`src/rtl/dmem_arbiter.sv`:
```
// Data-memory arbiter between the pipeline MEM stage and a loader/debug port.
// Define DMEM_ARB_RR_EN for round-robin contention; default is cpu priority with ext anti-starvation.
module dmem_arbiter #(
    parameter int ADDRESS_LINE = 8,
    parameter int DATA_WIDTH   = 8,
    parameter int STARVE_LIMIT = 4
) (
    input  logic                    clock,
    input  logic                    reset,
    input  logic                    cpu_req,
    input  logic                    cpu_we,
    input  logic [ADDRESS_LINE-1:0] cpu_addr,
    input  logic [DATA_WIDTH-1:0]   cpu_wdata,
    output logic                    cpu_gnt,
    output logic                    cpu_stall,
    output logic                    cpu_rvalid,
    output logic [DATA_WIDTH-1:0]   cpu_rdata,
    input  logic                    ext_req,
    input  logic                    ext_we,
    input  logic                    ext_lock,
    input  logic [ADDRESS_LINE-1:0] ext_addr,
    input  logic [DATA_WIDTH-1:0]   ext_wdata,
    output logic                    ext_gnt,
    output logic                    ext_rvalid,
    output logic [DATA_WIDTH-1:0]   ext_rdata,
    output logic                    mem_en,
    output logic                    mem_we,
    output logic [ADDRESS_LINE-1:0] mem_addr,
    output logic [DATA_WIDTH-1:0]   mem_wdata,
    input  logic [DATA_WIDTH-1:0]   mem_rdata
);

    localparam int CNT_W = $clog2(STARVE_LIMIT + 1);
    localparam logic [CNT_W-1:0] CNT_MAX = CNT_W'(STARVE_LIMIT);

    typedef enum logic [1:0] {
        OWN_IDLE,
        OWN_CPU,
        OWN_EXT,
        OWN_EXT_LOCKED
    } owner_t;

    owner_t           r_owner;
    owner_t           w_owner_next;
    logic [CNT_W-1:0] r_starve_cnt;
    logic             r_cpu_pend;
    logic             r_ext_pend;
    logic [DATA_WIDTH-1:0] r_cpu_rdata;
    logic [DATA_WIDTH-1:0] r_ext_rdata;
    logic             w_cpu_gnt;
    logic             w_ext_gnt;
`ifdef DMEM_ARB_RR_EN
    logic             r_last_ext;   // last_winner: 0 = CPU, 1 = EXT
`endif

    // NOTE: every combinational output gets a default before any branch, so no latch can be inferred.
    always_comb begin
        w_cpu_gnt    = 1'b0;
        w_ext_gnt    = 1'b0;
        w_owner_next = OWN_IDLE;
        if (!reset) begin
            if (ext_req && r_owner == OWN_EXT_LOCKED) begin
                w_ext_gnt = 1'b1;
            end else if (cpu_req && ext_req) begin
`ifdef DMEM_ARB_RR_EN
                w_ext_gnt = ~r_last_ext;
                w_cpu_gnt = r_last_ext;
`else
                w_ext_gnt = (r_starve_cnt == CNT_MAX);
                w_cpu_gnt = (r_starve_cnt != CNT_MAX);
`endif
            end else begin
                w_cpu_gnt = cpu_req;
                w_ext_gnt = ext_req;
            end
        end
        if (w_ext_gnt) begin
            w_owner_next = ext_lock ? OWN_EXT_LOCKED : OWN_EXT;
        end else if (w_cpu_gnt) begin
            w_owner_next = OWN_CPU;
        end
    end

    // NOTE: state registers use non-blocking assignments so every flop samples pre-edge values.
    always_ff @(posedge clock) begin
        if (reset) begin
            r_owner      <= OWN_IDLE;
            r_starve_cnt <= '0;
            r_cpu_pend   <= 1'b0;
            r_ext_pend   <= 1'b0;
            r_cpu_rdata  <= '0;
            r_ext_rdata  <= '0;
`ifdef DMEM_ARB_RR_EN
            r_last_ext   <= 1'b0;
`endif
        end else begin
            r_owner    <= w_owner_next;
            r_cpu_pend <= w_cpu_gnt & ~cpu_we;
            r_ext_pend <= w_ext_gnt & ~ext_we;
            if (r_cpu_pend) r_cpu_rdata <= mem_rdata;
            if (r_ext_pend) r_ext_rdata <= mem_rdata;
            if (ext_req && !w_ext_gnt) begin
                if (r_starve_cnt != CNT_MAX) r_starve_cnt <= r_starve_cnt + CNT_W'(1);
            end else begin
                r_starve_cnt <= '0;
            end
`ifdef DMEM_ARB_RR_EN
            if (w_cpu_gnt || w_ext_gnt) r_last_ext <= w_ext_gnt;
`endif
        end
    end

    assign cpu_gnt   = w_cpu_gnt;
    assign ext_gnt   = w_ext_gnt;
    assign cpu_stall = cpu_req & ~w_cpu_gnt;

    assign mem_en    = w_cpu_gnt | w_ext_gnt;
    assign mem_we    = (w_cpu_gnt & cpu_we) | (w_ext_gnt & ext_we);
    assign mem_addr  = ({ADDRESS_LINE{w_cpu_gnt}} & cpu_addr) | ({ADDRESS_LINE{w_ext_gnt}} & ext_addr);
    assign mem_wdata = ({DATA_WIDTH{w_cpu_gnt}} & cpu_wdata) | ({DATA_WIDTH{w_ext_gnt}} & ext_wdata);

    // Read responses are masked while reset is high, so a read granted just before reset is dropped.
    assign cpu_rvalid = r_cpu_pend & ~reset;
    assign ext_rvalid = r_ext_pend & ~reset;
    assign cpu_rdata  = reset ? '0 : (r_cpu_pend ? mem_rdata : r_cpu_rdata);
    assign ext_rdata  = reset ? '0 : (r_ext_pend ? mem_rdata : r_ext_rdata);

endmodule

```
`config.mk`:
```
export PLATFORM = sky130hd
export DESIGN_NAME = dmem_arbiter
export DESIGN_NICKNAME = d
export VERILOG_FILES = /design/src/rtl/dmem_arbiter.sv
export SDC_FILE = /design/constraint.sdc
export NUM_CORES = 1
export LEC_CHECK = 0
export CAP_MARGIN = 10
export CELL_PAD_IN_SITES_DETAIL_PLACEMENT = 0
export CELL_PAD_IN_SITES_GLOBAL_PLACEMENT = 2
export CORE_ASPECT_RATIO = 1.25
export CORE_MARGIN = 8
export CORE_UTILIZATION = 21
export DETAILED_ROUTE_END_ITERATION = 16
export GPL_TIMING_DRIVEN = 0
export PLACE_DENSITY_LB_ADDON = 0.1
export REMOVE_ABC_BUFFERS = 1
export SYNTH_ARGS = -nofsm -noshare
export SYNTH_HDL_FRONTEND = slang
export SYNTH_SLANG_ARGS = --single-unit
```
`constraint.sdc`:
```
create_clock -name clock -period 2.7 [get_ports clock]
set_input_delay 0.54 -clock clock [delete_from_list [all_inputs] [get_ports clock]]
set_output_delay 0.54 -clock clock [all_outputs]
set_load 0.02 [all_outputs]
```
# Word level (Yosys, flattened, before mapping)
# Cells that the tools add are included.
# totals
register_bits,23
out_inout_bits,39
# classes
n_reduce_logical,5
mux,13
add_sub_neg,1
n_eq_ne,3
bitwise,20
# ops
operator,n
8-bit bitwise AND,4
8-bit two-way mux,4
8-bit bitwise OR,2
1-bit two-way mux,8
1-bit bitwise AND,7
1-bit inverter,5
"3-bit by 1-bit adder with 3-bit output, second input constant",1
"3-bit equality test, second input constant",1
1-bit logical AND,3
"3-bit != test, second input constant",1
"2-bit equality test, second input constant",1
2-bit two-way mux,1
1-bit bitwise OR,2
2-bit OR reduction,1
1-bit zero test,1

# Longest topological paths before layout
# logic_depth
depth_word,8
mapped_depth,7

# Least setup slack after synthesis
# No wires, ideal clock.
# synth_timing
path_type,reg2out
startpoint,reg r_starve_cnt[0]
endpoint,out mem_addr[5]
arrival_time_ns,1.488
required_time_ns,2.160
path_stages_with_launch,8
path_slack_ns,0.672
cell_sequence,dfxtp_1 -> inv_1 -> ha_1 -> a22o_1 -> buf_4 -> buf_6 -> a21oi_1 -> o21ba_1
# synth_via
elab_chain_cells,6
elab_cells_between_ends,11
classes_between,eq/ne: 2; mux: 6; bitwise: 3
# synth_rtl
item,line_no,text
start: declaration,45,logic [CNT_W-1:0] r_starve_cnt;
start signal: assignment,103,if (r_starve_cnt != CNT_MAX) r_starve_cnt <= r_starve_cnt + CNT_W'(1);
3-bit != test / 3-bit equality test (equally long branches),"70, 69",
1-bit two-way mux,64,end else if (cpu_req && ext_req) begin
1-bit two-way mux,62,if (ext_req && r_owner == OWN_EXT_LOCKED) begin
1-bit two-way mux,61,if (!reset) begin
8-bit bitwise AND,119,assign mem_addr = ({ADDRESS_LINE{w_cpu_gnt}} & cpu_addr) | ({ADDRESS_LINE{w_ext_gnt}} & ext_addr);
8-bit bitwise OR *,119,
end: declaration,28,"output logic [ADDRESS_LINE-1:0] mem_addr,"
# Every way passes the cells marked *; elsewhere a longest branch is shown, timed or not.

# Worst setup path in the final report
# layout_timing
startpoint,reg r_starve_cnt[0]
endpoint,out mem_addr[1]
# The elaborated chain is that of the path after synthesis.

==> qor.yml <==
status: "completed"
rr_worst_depth: 5
syn_inst: 193
r2r_setup_slack_ns: 1.12
timing.hold.ws_ns: 0.4960
fin_setup_tns_ns: 0
end_kind: "output port"
synth_most_common_cell: "nand2_1"
maxCapViolations: 0
clock_sinks: 23
dp.cells: 351
crit_path_max_fanout: 15
gr-usage-all-layers_pct: 10.30
insertion_delay_ns: 0.26
drive_gt1_share_pct: 12.96
io_buffer_count: 85
routed_wl_mm: 5.320
clk_pin_slew_ns: 0.08
min_to: "r_starve_cnt[1]$_SDFFE_PP0N_"
dr.pass1.iters: 4
first_global_vias: 1587
irDropWorstVdd_mv: 0.2158
reg2reg_from: "r_starve_cnt[0]$_SDFFE_PP0N_"
drv_slew: 0
num_vias: 1519
utilization_pct: 35.79
synthFlopType: "dfxtp_1"
rsz0062_at_grt: "no"
final_antenna_net_count: 0
drt_iter0_markers: 48
critPathLaunchType: "flop"
ys_async_sr_fraction_pct: 0
setup_viol: 0
synth_top_cell_area_share_pct: 31.40
htree_levels: 1
rows: 34
fin_area_um2: 2451
max_slew.worst_pin.slew_ns: 0.7144
layout.nets: 320
numCtsBuffers: 3
cellLeakagePower_nw: 0.9956
fin_crit_sh_pct: 95.08
antenna_found_initial: 0
die_h_um: 109.4
via_per_inst: 4.219
finalCriticalPeriod_ns: 2.567
fin_cells: 360
clockRootBuffer: "clkbuf_8"
drcViolationCount: 0
min_from: "r_starve_cnt[1]$_SDFFE_PP0N_"
start_util_pct: 21.41
min_path_type: "flop to flop"
grt_start_max_net_pins: 43
timing.rr.end: "r_starve_cnt[2]$_SDFFE_PP0N_"
dp_hpwl_mm: 3.673
grt_pass1_wl_mm: 8.487
overflow: 0
antenna_cells: 0
cts_tree: "yes"
clockBufferDepth: 2
routedWlPerCell_um: 14.78
cts_hold_buffers: 0
arrival_ns: 2.03
fin_skew_ns: 0.001435
place_area_um2: 2351
gp_congestion: 0.6474
powerDensity_nw_per_um2: 337.0
hold_path_depth: 2
die_w_um: 90.74
yosys_warnings: 0
worst-setup-path-type: "flop to output port"
synth_edf_count: 0
fmax_mhz: 389.5
slew_headroom_pct: 52.37
netlist_area_um2: 1466
synth_area_leaders: "dfxtp_1 31%, a21oi_1 13%, mux2i_1 11%"
syn_avg_cell_area_um2: 7.598
syn2layout_area_growth_pct: 67.15
dieArea_um2: 9929
yosysTopAreaCell: "dfxtp_1"
ys_seq_elements: 23
coreArea_um2: 6849
io_pins: 86
synthTopCellsByCount: "38 x nand2_1, 37 x a21oi_1, 23 x dfxtp_1, 23 x nor2_1"
hold_violations: 0
yosysSeqAreaShare_pct: 31.40
ys_types: 25
cp.required_ns: 2.16
registers in the layout, summed over array words and instances (netlist names):
signal and flops:
r_cpu_pend 1, r_cpu_rdata 8, r_starve_cnt 3, r_owner 2, r_ext_pend 1, r_ext_rdata 8
per-stage QoR:
step,total power [W],setup WS [ns]
6_report,0.0008261,0.1328
5_1_grt,0.0008793,0.004359
3_5_place_dp,0.0006284,-0.5130
2_1_floorplan,0.0004681,0.6057
4_1_cts,0.0008470,0.07156
3_3_place_gp,0.0006289,-1.260
critical path, stage by stage (launching register included):
cell	delay, ns
dfxtp_1	0.37
inv_1	0.06
ha_2	0.24
a22o_4	0.32
buf_4	0.16
a21oi_1	0.14
o21ba_2	0.14
dlygate4sd2_1	0.33
layout make-up:
| class | instances | area, um2 |
|---|---|---|
| Clock inverter | 1 | 5.005 |
| Inverter | 4 | 15.01 |
| Clock buffer | 3 | 41.29 |
| Tap cell | 90 | 112.6 |
| Sequential cell | 23 | 460.4 |
| Multi-Input combinational cell | 148 | 909.6 |
| Fill cell | 754 | 4398 |
| Timing Repair Buffer | 91 | 907.1 |
power breakdown:
group / switching [W] / internal, W / leakage (nW)
Clock: 0.000111 / 0.000103 / 0.0255
Combinational: 0.000116 / 0.000138 / 0.783
Sequential: 0.00000904 / 0.000349 / 0.187
worst max path at each step:
stage	to	slack [ns]	start	depth (start not counted)
floorplan	ext_gnt	0.61	r_starve_cnt[0]$_SDFFE_PP0N_	5
global placement	ext_gnt	-1.26	cpu_req	5
detailed placement	cpu_stall	-0.51	ext_req	6
CTS	cpu_stall	0.07	cpu_req	5
global route	mem_wdata[6]	0.004	r_starve_cnt[0]$_SDFFE_PP0N_	7
finish	mem_addr[1]	0.13	r_starve_cnt[0]$_SDFFE_PP0N_	7
metal layers:
layer	share of wire, %	GRT usage (%)	vias up
li1	-	-	805
met1	49	13.15	653
met5	0	0	-
met4	0.51	2.503	0
met2	43	16.37	59
met3	7.2	3.415	2
repair_timing:
action	4_1_cts	5_1_grt
buffers inserted	5	0
endpoints found under the setup margin	21	5
pin swaps	2	0
hold endpoints to repair	0	0
resized for setup	29	7
placed cells by master (no fill, tap or decap), types with 2 or more instances in the layout:
cell type,netlist,layout
clkdlybuf4s50_1,0,63
mux2i_1,16,16
nor2b_1,2,2
clkbuf_8,0,3
inv_1,4,4
dlygate4sd2_1,0,14
nand2_1,38,38
a21oi_1,37,37
o21ba_2,16,16
clkdlybuf4s15_1,0,4
dfxtp_1,23,23
nor3_1,2,2
nor2_1,23,23
buf_4,1,4
cells by family (layout without fill, tap and decap cells):
kind of cell | count (synthesis) | in the layout | synth area share, %
XOR/XNOR | 1 | 1 | 0.5974
flip-flops | 23 | 23 | 31.40
AO/OA/AOI/OAI | 60 | 60 | 28.07
AND/OR/NAND/NOR | 69 | 69 | 19.71
multiplexers | 16 | 16 | 10.92
buffers and inverters | 22 | 99 | 7.594
adder cells (fa/ha/maj) | 2 | 2 | 1.706
Power figures use the tool's default switching activity.
